[config.mk]
export PLATFORM = sky130hd
export DESIGN_NAME = sprite_walker
export DESIGN_NICKNAME = d
export VERILOG_FILES = /design/src/rtl/sprite_walker.sv
export SDC_FILE = /design/constraint.sdc
export NUM_CORES = 1
export LEC_CHECK = 0
export CAP_MARGIN = 20
export CORE_MARGIN = 4
export CORE_UTILIZATION = 38
export DETAILED_ROUTE_END_ITERATION = 10
export SETUP_SLACK_MARGIN = 0.5
export SLEW_MARGIN = 5
export SYNTH_ARGS = -nofsm -noshare
export SYNTH_HDL_FRONTEND = slang
export SYNTH_SLANG_ARGS = --single-unit
export TNS_END_PERCENT = 50
[constraint.sdc]
create_clock -name Clk -period 6.95 [get_ports Clk]
set_input_delay 1.39 -clock Clk [delete_from_list [all_inputs] [get_ports Clk]]
set_output_delay 1.39 -clock Clk [all_outputs]
set_load 0.01 [all_outputs]
[src/rtl/sprite_walker.sv]
// Player sprite engine: keyboard walking with clamped movement, walk-cycle phase,
// hit/knockback/blink mode, and per-pixel ownership plus sprite-sheet ROM addressing.
module sprite_walker #(
   parameter int SPR_W     = 40,
   parameter int SPR_H     = 64,
   parameter int N_FRAMES  = 3,
   parameter int DIV       = 4,
   parameter int STEP      = 2,
   parameter int KNOCK     = 8,
   parameter int HIT_TICKS = 16,
   parameter int START_X   = 160,
   parameter int START_Y   = 120,
   parameter int X_MIN     = 0,
   parameter int X_MAX     = 319,
   parameter int Y_MIN     = 0,
   parameter int Y_MAX     = 239,
   parameter int ADDR_W    = 16
) (
   input  logic              Clk,
   input  logic              Reset,
   input  logic              frame_clk,
   input  logic [7:0]        keycode,
   input  logic              hit,
   input  logic [8:0]        PixelX,
   input  logic [8:0]        PixelY,
   output logic              is_obj,
   output logic [ADDR_W-1:0] obj_address,
   output logic [9:0]        pos_x,
   output logic [9:0]        pos_y,
   output logic [1:0]        direction,
   output logic              hit_active
);

   localparam int DIV_W  = (DIV > 1) ? $clog2(DIV) : 1;
   localparam int HC_W   = ($clog2(HIT_TICKS + 1) < 2) ? 2 : $clog2(HIT_TICKS + 1);
   localparam int PH_MAX = 2 * (N_FRAMES - 1);
   localparam int PX_HI  = X_MAX - SPR_W + 1;
   localparam int PY_HI  = Y_MAX - SPR_H + 1;
   localparam int RST_X  = START_X - SPR_W / 2;
   localparam int RST_Y  = START_Y - SPR_H / 2;

   typedef enum logic [1:0] {
      ST_IDLE = 2'd0,
      ST_WALK = 2'd1,
      ST_HIT  = 2'd2
   } state_t;

   function automatic logic [9:0] clamp_pos(input logic signed [10:0] v,
                                            input logic signed [10:0] lo,
                                            input logic signed [10:0] hi);
      logic [9:0] r;
      if (v < lo) begin
         r = lo[9:0];
      end else if (v > hi) begin
         r = hi[9:0];
      end else begin
         r = v[9:0];
      end
      return r;
   endfunction

   state_t            state_r, state_s;
   logic [9:0]        pos_x_r, pos_x_s, pos_y_r, pos_y_s;
   logic [1:0]        dir_r, dir_s;
   logic [3:0]        phase_r, phase_s, phase_inc_s, frame_s;
   logic              hit_active_r, hit_active_s;
   logic [HC_W-1:0]   hit_cnt_r, hit_cnt_s;
   logic [DIV_W-1:0]  div_cnt_r, div_cnt_s;
   logic              fclk_r, edge_s, tick_s;
   logic              key_valid_s;
   logic [1:0]        key_dir_s;
   logic signed [10:0] key_dx_s, key_dy_s, knock_dx_s, knock_dy_s;
   logic [9:0]        walk_x_s, walk_y_s, knock_x_s, knock_y_s;
   logic signed [11:0] dx_pix_s, dy_pix_s;
   logic              inside_s;

   // Frame-clock edge detect and movement-tick divider
   always_comb begin
      edge_s    = frame_clk & ~fclk_r;
      tick_s    = 1'b0;
      div_cnt_s = div_cnt_r;
      if (edge_s) begin
         if (div_cnt_r == DIV_W'(DIV - 1)) begin
            div_cnt_s = {DIV_W{1'b0}};
            tick_s    = 1'b1;
         end else begin
            div_cnt_s = div_cnt_r + DIV_W'(1);
         end
      end else begin
         div_cnt_s = div_cnt_r;
      end
   end

   // Key decode, knockback vector (opposite of facing) and clamped candidate positions
   always_comb begin
      key_valid_s = 1'b0;
      key_dir_s   = dir_r;
      key_dx_s    = 11'sd0;
      key_dy_s    = 11'sd0;
      knock_dx_s  = 11'sd0;
      knock_dy_s  = 11'sd0;
      case (keycode)
         8'd26:   begin key_valid_s = 1'b1; key_dir_s = 2'd2; key_dy_s = -$signed(11'(STEP)); end
         8'd22:   begin key_valid_s = 1'b1; key_dir_s = 2'd0; key_dy_s =  $signed(11'(STEP)); end
         8'd4:    begin key_valid_s = 1'b1; key_dir_s = 2'd1; key_dx_s = -$signed(11'(STEP)); end
         8'd7:    begin key_valid_s = 1'b1; key_dir_s = 2'd3; key_dx_s =  $signed(11'(STEP)); end
         default: begin key_valid_s = 1'b0; end
      endcase
      case (dir_r)
         2'd0:    knock_dy_s = -$signed(11'(KNOCK));
         2'd1:    knock_dx_s =  $signed(11'(KNOCK));
         2'd2:    knock_dy_s =  $signed(11'(KNOCK));
         2'd3:    knock_dx_s = -$signed(11'(KNOCK));
         default: knock_dx_s = 11'sd0;
      endcase
      walk_x_s  = clamp_pos($signed({1'b0, pos_x_r}) + key_dx_s, 11'(X_MIN), 11'(PX_HI));
      walk_y_s  = clamp_pos($signed({1'b0, pos_y_r}) + key_dy_s, 11'(Y_MIN), 11'(PY_HI));
      knock_x_s = clamp_pos($signed({1'b0, pos_x_r}) + knock_dx_s, 11'(X_MIN), 11'(PX_HI));
      knock_y_s = clamp_pos($signed({1'b0, pos_y_r}) + knock_dy_s, 11'(Y_MIN), 11'(PY_HI));
      phase_inc_s = (PH_MAX == 0) ? 4'd0 :
                    (phase_r == 4'(PH_MAX - 1)) ? 4'd0 : phase_r + 4'd1;
   end

   // Mode FSM: walking, hit/knockback, and return to idle
   always_comb begin
      state_s      = state_r;
      pos_x_s      = pos_x_r;
      pos_y_s      = pos_y_r;
      dir_s        = dir_r;
      phase_s      = phase_r;
      hit_active_s = hit_active_r;
      hit_cnt_s    = hit_cnt_r;
      case (state_r)
         ST_IDLE, ST_WALK: begin
            if (hit) begin
               state_s      = ST_HIT;
               pos_x_s      = knock_x_s;
               pos_y_s      = knock_y_s;
               hit_active_s = 1'b1;
               hit_cnt_s    = {HC_W{1'b0}};
               phase_s      = 4'd0;
            end else if (tick_s) begin
               if (key_valid_s) begin
                  state_s = ST_WALK;
                  dir_s   = key_dir_s;
                  pos_x_s = walk_x_s;
                  pos_y_s = walk_y_s;
                  phase_s = phase_inc_s;
               end else begin
                  state_s = ST_IDLE;
                  phase_s = 4'd0;
               end
            end else begin
               state_s = state_r;
            end
         end
         ST_HIT: begin
            if (tick_s) begin
               if (hit_cnt_r == HC_W'(HIT_TICKS - 1)) begin
                  state_s      = ST_IDLE;
                  hit_active_s = 1'b0;
                  hit_cnt_s    = {HC_W{1'b0}};
               end else begin
                  hit_cnt_s = hit_cnt_r + HC_W'(1);
               end
            end else begin
               state_s = state_r;
            end
         end
         default: begin
            state_s      = ST_IDLE;
            hit_active_s = 1'b0;
            phase_s      = 4'd0;
         end
      endcase
   end

   // State and datapath registers
   always_ff @(posedge Clk) begin
      if (Reset) begin
         state_r      <= ST_IDLE;
         pos_x_r      <= 10'(RST_X);
         pos_y_r      <= 10'(RST_Y);
         dir_r        <= 2'd0;
         phase_r      <= 4'd0;
         hit_active_r <= 1'b0;
         hit_cnt_r    <= {HC_W{1'b0}};
         div_cnt_r    <= {DIV_W{1'b0}};
         fclk_r       <= 1'b0;
      end else begin
         state_r      <= state_s;
         pos_x_r      <= pos_x_s;
         pos_y_r      <= pos_y_s;
         dir_r        <= dir_s;
         phase_r      <= phase_s;
         hit_active_r <= hit_active_s;
         hit_cnt_r    <= hit_cnt_s;
         div_cnt_r    <= div_cnt_s;
         fclk_r       <= frame_clk;
      end
   end

   // Per-pixel ownership and sheet address; blink hides the sprite when counter bit 1 is set
   always_comb begin
      frame_s  = phase_r[0] ? 4'(4'd1 + (phase_r >> 1)) : 4'd0;
      dx_pix_s = $signed({3'b000, PixelX}) - $signed({2'b00, pos_x_r});
      dy_pix_s = $signed({3'b000, PixelY}) - $signed({2'b00, pos_y_r});
      inside_s = (dx_pix_s >= 12'sd0) && (dx_pix_s < $signed(12'(SPR_W))) &&
                 (dy_pix_s >= 12'sd0) && (dy_pix_s < $signed(12'(SPR_H)));
      if (inside_s) begin
         obj_address = ADDR_W'(32'(dx_pix_s) + 32'(dy_pix_s) * 32'(SPR_W) +
                       32'(SPR_W * SPR_H) * (32'(dir_r) * 32'(N_FRAMES) + 32'(frame_s)));
      end else begin
         obj_address = {ADDR_W{1'b0}};
      end
      is_obj = inside_s & ~(hit_active_r & hit_cnt_r[1]);
   end

   assign pos_x      = pos_x_r;
   assign pos_y      = pos_y_r;
   assign direction  = dir_r;
   assign hit_active = hit_active_r;

endmodule

==> flow_metrics.py <==
metrics = {
    "logic_synthesis": {
        "syn-cell-area_mm2": 0.005746,
        "synthCells": 726,
        "netlist.area_leader.share": 0.2156,
        "ys_ff_latch": 35,
        "synthTopCellsByArea": "ha_1 22%, dfxtp_1 12%, fa_1 5.9%, nor2_1 5.0%, xnor2_1 4.7%",
        "synthTopCellsByCount": "99 x ha_1, 76 x nor2_1, 65 x inv_1",
        "yosysSeqAreaShare": 0.1220,
        "synthFlopType": "dfxtp_1",
        "synthDistinctLibCells": 73,
        "ys.warnings.count": 0,
        "synthArstFlopShare": 0,
        "yosys.area.top_type": "ha_1",
        "avgSynthCellArea_um2": 7.914,
        "synth_edf_count": 0,
        "synthMostInstantiatedCell": "ha_1",
    },
    "clock_tree": {
        "clock_sinks": 35,
        "clk_latency_ns": 0.28,
        "cts.path.max_buffers": 2,
        "cts_htree_levels": 2,
        "cts_tree": "yes",
        "cts.reportedPaths.clkPinSlew_ns": 0.06,
        "cts_made_buffers": 5,
        "root_buffer": "clkbuf_16",
    },
    "cells_and_area": {
        "n_antenna_cell": 0,
        "layout-drive-gt1-share": 0.2317,
        "final_nets": 1034,
        "instances_no_fill": 1073,
        "syn_to_final_growth_pct": 38.07,
        "fin_area_mm2": 0.007933,
    },
    "run_status": {
        "violations": "negative setup slack",
        "status": "finished, violations left",
    },
    "sta": {
        "finalCriticalPeriod_ns": 7.082,
        "tightest_slew_ns": 0.7978,
        "rsz0062_at_grt": "true",
        "hold_violations": 0,
        "fin_setup_tns_ns": -0.2017,
        "slew_violations": 0,
        "setup_violations": 3,
        "finalWorstSetupSlack_ns": -0.1323,
        "fin_crit_sh": 1.019,
        "maxSlewHeadroom": 0.4662,
        "skew_ns": 0.007310,
        "max_freq_mhz": 141.2,
    },
    "power": {
        "ir_drop_mv": 0.3108,
        "p_per_area_mw_per_mm2": 340.3,
        "p_leak_nw": 3.706,
    },
    "critical_path": {
        "path_buf_inv": 4,
        "startpoint_type": "input port",
        "slowest_delay_ns": 0.46,
        "path_common_cell": "a21o_1",
        "worstPathMaxFanout": 4,
        "crit_path_start": "PixelY[2]",
        "regToRegStartpoint": "direction[0]",
        "cp_data_arrival_time_ns": 5.69,
        "path_cells": "buf_6 > ha_4 > or3_1 > o221a_4 > a21o_1 > a21o_1 > xnor2_2 > inv_1 > xnor2_1 > ha_1 > a21o_1 > a21oi_2 > xor2_1 > fa_1 > inv_2 > ha_4 > nand2_1 > nand2_1 > a41o_1 > o41ai_2 > xor3_1 > nor2_2 > buf_2",
        "cp_data_required_time_ns": 5.56,
        "crit_family": "compound AO/OA/AOI/OAI gates",
        "slowest_stage": "fa_1",
        "end_kind": "output port",
        "crit_type": "input port to output port",
    },
    "floorplan": {
        "die_w_um": 131.0,
        "initial_core_util": 0.3909,
        "floorplan.die_area_mm2": 0.01715,
        "num_rows": 44,
        "die_h_um": 131.0,
        "core_mm2": 0.01470,
        "io_pins": 70,
    },
    "place": {
        "place.gp.congestion": 0.9206,
        "dpl.cell_count": 1050,
        "dp_hpwl_um": 12880,
        "place_area_mm2": 0.007385,
        "io_buffers": 67,
        "dpl_worst_slack_ns": -1.202,
    },
    "global_route": {
        "globalRouteOverflowTotal": 0,
        "grt_first_pass_wirelength_um": 27020,
        "grt_util_all_layers": 0.1884,
        "grt_max_degree": 37,
        "antenna_found_initial": 0,
        "grt_pass1_vias": 5784,
    },
    "drt": {
        "antenna_left": 0,
        "drc": 0,
        "drt-initial-drc-count": 348,
        "wire_per_inst_um": 14.80,
        "viasPerCell": 5.405,
        "vias": 5800,
        "drtPass1Iterations": 5,
        "routed_wirelength_um": 15880,
    },
    "run": {
        "maxCapViolCount": 0,
    },
    "hold_path": {
        "hold_path_class": "flip-flop to flip-flop",
        "hp-start": "hit_cnt_r[4]",
    },
}
stage by stage:
step | power (W) | util | hold slack (ns)
floorplan | 0.001400 | - | 0.4535
global placement | 0.001909 | 0.5024 | 0.4736
detailed placement | 0.001962 | 0.5024 | 0.4793
CTS | 0.002538 | 0.5334 | 0.4870
global route | 0.002935 | 0.5397 | 0.5178
finish | 0.002699 | 0.5397 | 0.4843
registers in the layout, summed over array words and instances (netlist names):
register    count
phase_r         4
direction       2
pos_x           9
hit_cnt_r       5
fclk_r          1
hit_active      1
pos_y           9
state_r         2
div_cnt_r       2
layout by cell type, fill, tap and decap left out, drive strengths merged, types with 5 or more instances in the layout:
master / netlist / routed
nor2b: 14 / 14
xnor2: 31 / 31
clkbuf: 8 / 12
a211oi: 14 / 14
and2: 8 / 8
nor2: 76 / 76
buf: 3 / 110
or4: 5 / 5
and3: 6 / 6
nand4: 5 / 5
or3: 9 / 9
ha: 99 / 99
o211ai: 5 / 5
inv: 65 / 65
xor2: 23 / 23
a21oi: 50 / 50
or2: 9 / 9
fa: 17 / 17
o21a: 9 / 9
clkdlybuf4s50: 0 / 45
dfxtp: 35 / 35
a31oi: 9 / 9
a21o: 18 / 18
mux2i: 8 / 8
o21ai: 37 / 37
nand2b: 18 / 18
nor3: 19 / 19
nand3: 18 / 18
o41ai: 5 / 5
nand2: 30 / 30
nor3b: 5 / 5
cell families (layout without fill, tap and decap cells):
family	Yosys count	after routing	share of synthesized area
AND/OR/NAND/NOR	240	240	0.2180
AO/OA/AOI/OAI	193	193	0.2304
adder cells (fa/ha/maj)	116	116	0.2748
buffers and inverters	76	237	0.05117
XOR/XNOR	55	55	0.08645
flip-flops	35	35	0.1220
multiplexers	9	9	0.01590
other	2	4	0.001307
final timing paths:
check / end / slack (ns) / cells after the start
setup / recovery: obj_address[15] / -0.13 / 23
hold reg to reg: hit_cnt_r[4] / 0.48 / 1
setup reg to reg: pos_y[6] / 3.56 / 11
hold / removal: hit_cnt_r[4] / 0.48 / 1
power breakdown:
| part | leakage [nW] | internal (W) | switching [W] |
|---|---|---|---|
| combinational | 3.33 | 0.00121 | 0.00100 |
| sequential | 0.286 | 0.000210 | 0.0000140 |
| clock | 0.0868 | 0.000178 | 0.0000850 |
| total | 3.71 | 0.00160 | 0.00110 |
timing repair:
action / in CTS / in global routing
buffers inserted: 12 / 3
hold buffers: 0 / 0
pin swaps: 64 / 22
endpoints found under the hold margin: 0 / 0
gates resized for setup: 104 / 36
endpoints found under the setup margin: 17 / 17
final cells by class:
| class | instances | area, um^2 |
|---|---|---|
| clock inverters | 2 | 35.03 |
| clock buffers | 6 | 138.9 |
| repair buffers | 164 | 1364 |
| flip-flops and latches | 35 | 700.7 |
| fillers | 1377 | 6766 |
| multi-input cells | 617 | 5220 |
| inverters | 65 | 244.0 |
| well taps | 184 | 230.2 |
per-layer routing:
metal | global-route usage | vias to the layer above | part of all wire | routed length (um)
met5 | 0 | - | 0 | 0
met4 | 0.02178 | 0 | 0.0076 | 121
met3 | 0.01504 | 13 | 0.030 | 479
met2 | 0.3447 | 106 | 0.51 | 8081
met1 | 0.2486 | 2721 | 0.45 | 7200
li1 | - | 2960 | - | -
(Power assumes the default switching activity.)
==> edit (same flow settings) <==
The parameter `DIV` goes from 4 to 2.
--- a/src/rtl/sprite_walker.sv
+++ b/src/rtl/sprite_walker.sv
@@ -6,3 +6,3 @@
    parameter int N_FRAMES  = 3,
-   parameter int DIV       = 4,
+   parameter int DIV       = 2,
    parameter int STEP      = 2,
Function: changed (a bounded check fails within 4 cycles, from zero or initial values and one cycle with Reset high).
==> edit against the original RTL <==
The flow still finishes with violations (negative setup slack); clock skew fell by 0.00090 ns; total power fell by 8.3%; sequential cell count fell by 1; worst setup slack got worse by 0.15 ns; non-clock buffer count rose by 1; routed wire length rose by 3.8%; core utilization rose by 0.15 points; design area rose by 0.66%; critical path depth did not move; synthesized area rose by 1.4%.
==> edit: results (changes against the original RTL) <==
| Parameter | Value | vs unedited |
|---|---|---|
| Status | finished, violations left |  |
| Violated checks | negative setup slack |  |
| CTS resizes | 99 | -4.8% |
| GRT Overall Usage | 18.35% | -0.50 points |
| Fraction of synthesized area in multiplexers | 0.5157% | -1.1 points |
| Share of layout cells above drive strength 1 | 21.99% | -1.2 points |
| Total Routed Length | 16480 um | +3.8% |
| Startpoint of the most critical setup path | PixelY[4] |  |
| Uppermost routed layer | met4 |  |
| Slew of the pin with the lowest slew margin | 0.8599 ns | +0.06208 ns |
| Antenna diodes | 0 | unchanged |
| End point of the worst hold path | hit_cnt_r[1] |  |
| Maximum number of pins on one net before global-route repair | 30 | -19% |
| Routed via count | 5945 | +2.5% |
| Detailed-placement wirelength estimate | 13570 um | +5.4% |
| Worst endpoint data arrival time | 5.84 ns | +0.15 ns |
| Met3 Routed Length | 410 um | -14% |
| Met3 Use GR | 1.527% | +0.023 points |
| Commonest cells in the netlist | 102 x sky130_fd_sc_hd__ha_1, 75 x sky130_fd_sc_hd__inv_1, 71 x sky130_fd_sc_hd__nor2_1, 56 x sky130_fd_sc_hd__a21oi_1, 44 x sky130_fd_sc_hd__o21ai_0 |  |
| Detailed router's first-iteration violation count | 214 | -39% |
| Fraction of the mapped netlist area in compound gates | 25.31% | +2.3 points |
| Cells after DPL | 1067 | +1.6% |
| Vias/cell | 5.459 | +0.99% |
| Number of warnings printed during yosys synthesis | 0 | unchanged |
| Instance area after placement | 7426 um2 | +0.56% |
| Met2 layer usage reported by global route | 34.41% | -0.056 points |
| Setup TNS Final | -0.4177 ns | -0.2161 ns |
| Worst IR drop on VDD | 0.2889 mV | -7.0% |
| Top flip-flop cell by instance count after synthesis | sky130_fd_sc_hd__dfxtp_1 |  |
| Syn Inst Count | 744 | +2.5% |
| Capture instance of the worst register-to-register path | pos_y[1] |  |
| Detailed route wirelength on metal2 | 8495 um | +5.1% |
| Routability Congestion | 0.8337 | -9.4% |
| Clock skew | 0.006412 ns | -0.0008984 ns |
| Worst Setup Slack, final | -0.2842 ns | -0.1519 ns |
| Count of final setup violators | 3 | unchanged |
| First-pass GRT wire length | 27490 um | +1.7% |
| Post-synthesis adder-cell area fraction | 27.76% | +0.28 points |
| Slack of the worst reg-to-reg path | 3.01 ns | -0.55 ns |
| Met1 demand-to-capacity share in global routing | 22.57% | -2.3 points |
| Number of distinct library cell variants in the gate-level netlist after synthesis | 74 | +1.4% |
| Leakage power | 3.791 nW | +2.3% |
| Synthesized-area fraction occupied by xor and xnor cells | 8.380% | -0.27 points |
| Detailed-route wire length on metal 1 | 7297 um | +1.3% |
| Combined area of the multi-input logic cells | 5216 um2 | about the same |
| Maximum fanout along the worst path | 3 | -1 |
| Top area cells in the synthesized netlist | sky130_fd_sc_hd__ha_1 22%, sky130_fd_sc_hd__dfxtp_1 12%, sky130_fd_sc_hd__fa_1 5.8%, sky130_fd_sc_hd__xnor2_1 5.0%, sky130_fd_sc_hd__inv_1 4.8% |  |
| Number of stages on the worst hold path | 2 | +1 |
| Number of post-CTS setup repair buffers | 10 | -2 |
| Min-Delay Startpoint | hit_cnt_r[1] |  |
[edit: changes by cell type in the layout (fill, tap and decap cells not counted), moves of 6 or more]
cell	before	now
sky130_fd_sc_hd__a211oi_1	12	19
sky130_fd_sc_hd__a21oi_1	42	49
sky130_fd_sc_hd__ha_1	82	88
sky130_fd_sc_hd__inv_1	59	71
sky130_fd_sc_hd__nand2_1	30	22
sky130_fd_sc_hd__nand2b_1	18	11
sky130_fd_sc_hd__nor2_1	74	66
sky130_fd_sc_hd__nor3_1	16	26
sky130_fd_sc_hd__nor4_1	1	7
sky130_fd_sc_hd__or3_1	8	2
sky130_fd_sc_hd__xnor2_1	22	28
[edit: critical path, cell delays in order]
cell	delay, ns
sky130_fd_sc_hd__buf_6	0.10
sky130_fd_sc_hd__ha_4	0.15
sky130_fd_sc_hd__or3_4	0.38
sky130_fd_sc_hd__o221a_4	0.22
sky130_fd_sc_hd__a21o_1	0.17
sky130_fd_sc_hd__a21o_1	0.21
sky130_fd_sc_hd__xnor2_2	0.15
sky130_fd_sc_hd__inv_1	0.09
sky130_fd_sc_hd__xnor2_1	0.13
sky130_fd_sc_hd__ha_1	0.33
sky130_fd_sc_hd__a21o_1	0.18
sky130_fd_sc_hd__a21oi_2	0.16
sky130_fd_sc_hd__xor2_1	0.11
sky130_fd_sc_hd__fa_1	0.56
sky130_fd_sc_hd__inv_2	0.05
sky130_fd_sc_hd__ha_4	0.24
sky130_fd_sc_hd__and3_4	0.16
sky130_fd_sc_hd__a21oi_2	0.12
sky130_fd_sc_hd__o21ai_2	0.09
sky130_fd_sc_hd__o41ai_2	0.33
sky130_fd_sc_hd__xor3_1	0.31
sky130_fd_sc_hd__nor2_2	0.09
sky130_fd_sc_hd__buf_2	0.13
[edit: layout make-up]
type / count / area share, %
multi-input combinational: 623 / 65.32
timing repair buffer: 165 / 17.61
sequential: 34 / 8.524
inverter: 75 / 3.526
tap: 184 / 2.883
clock buffer: 5 / 1.567
clock inverter: 3 / 0.5641
[edit: cells by family after synthesis]
| kind of cell | after synthesis |
|---|---|
| AO/OA/AOI/OAI | 220 |
| AND/OR/NAND/NOR | 223 |
| flip-flops | 34 |
| multiplexers | 3 |
| adder cells (fa/ha/maj) | 119 |
| other | 2 |
| buffers and inverters | 89 |
| XOR/XNOR | 54 |
[edit: report_power, final]
group	switching [mW]	total [mW]	leakage [nW]	internal, mW
Combinational	0.897	2.00	3.44	1.10
Clock	0.0879	0.257	0.0760	0.169
Sequential	0.0130	0.217	0.277	0.204
Total	0.998	2.47	3.79	1.48
[edit: metrics by stage]
stage,hold slack (ns),setup WS (ns)
after global placement,0.4755,-1.295
final,0.4883,-0.2842
after detailed placement,0.4800,-1.491
after global routing,0.5083,-0.5549
after CTS,0.4885,-0.2829
after floorplan,0.4580,-0.1622
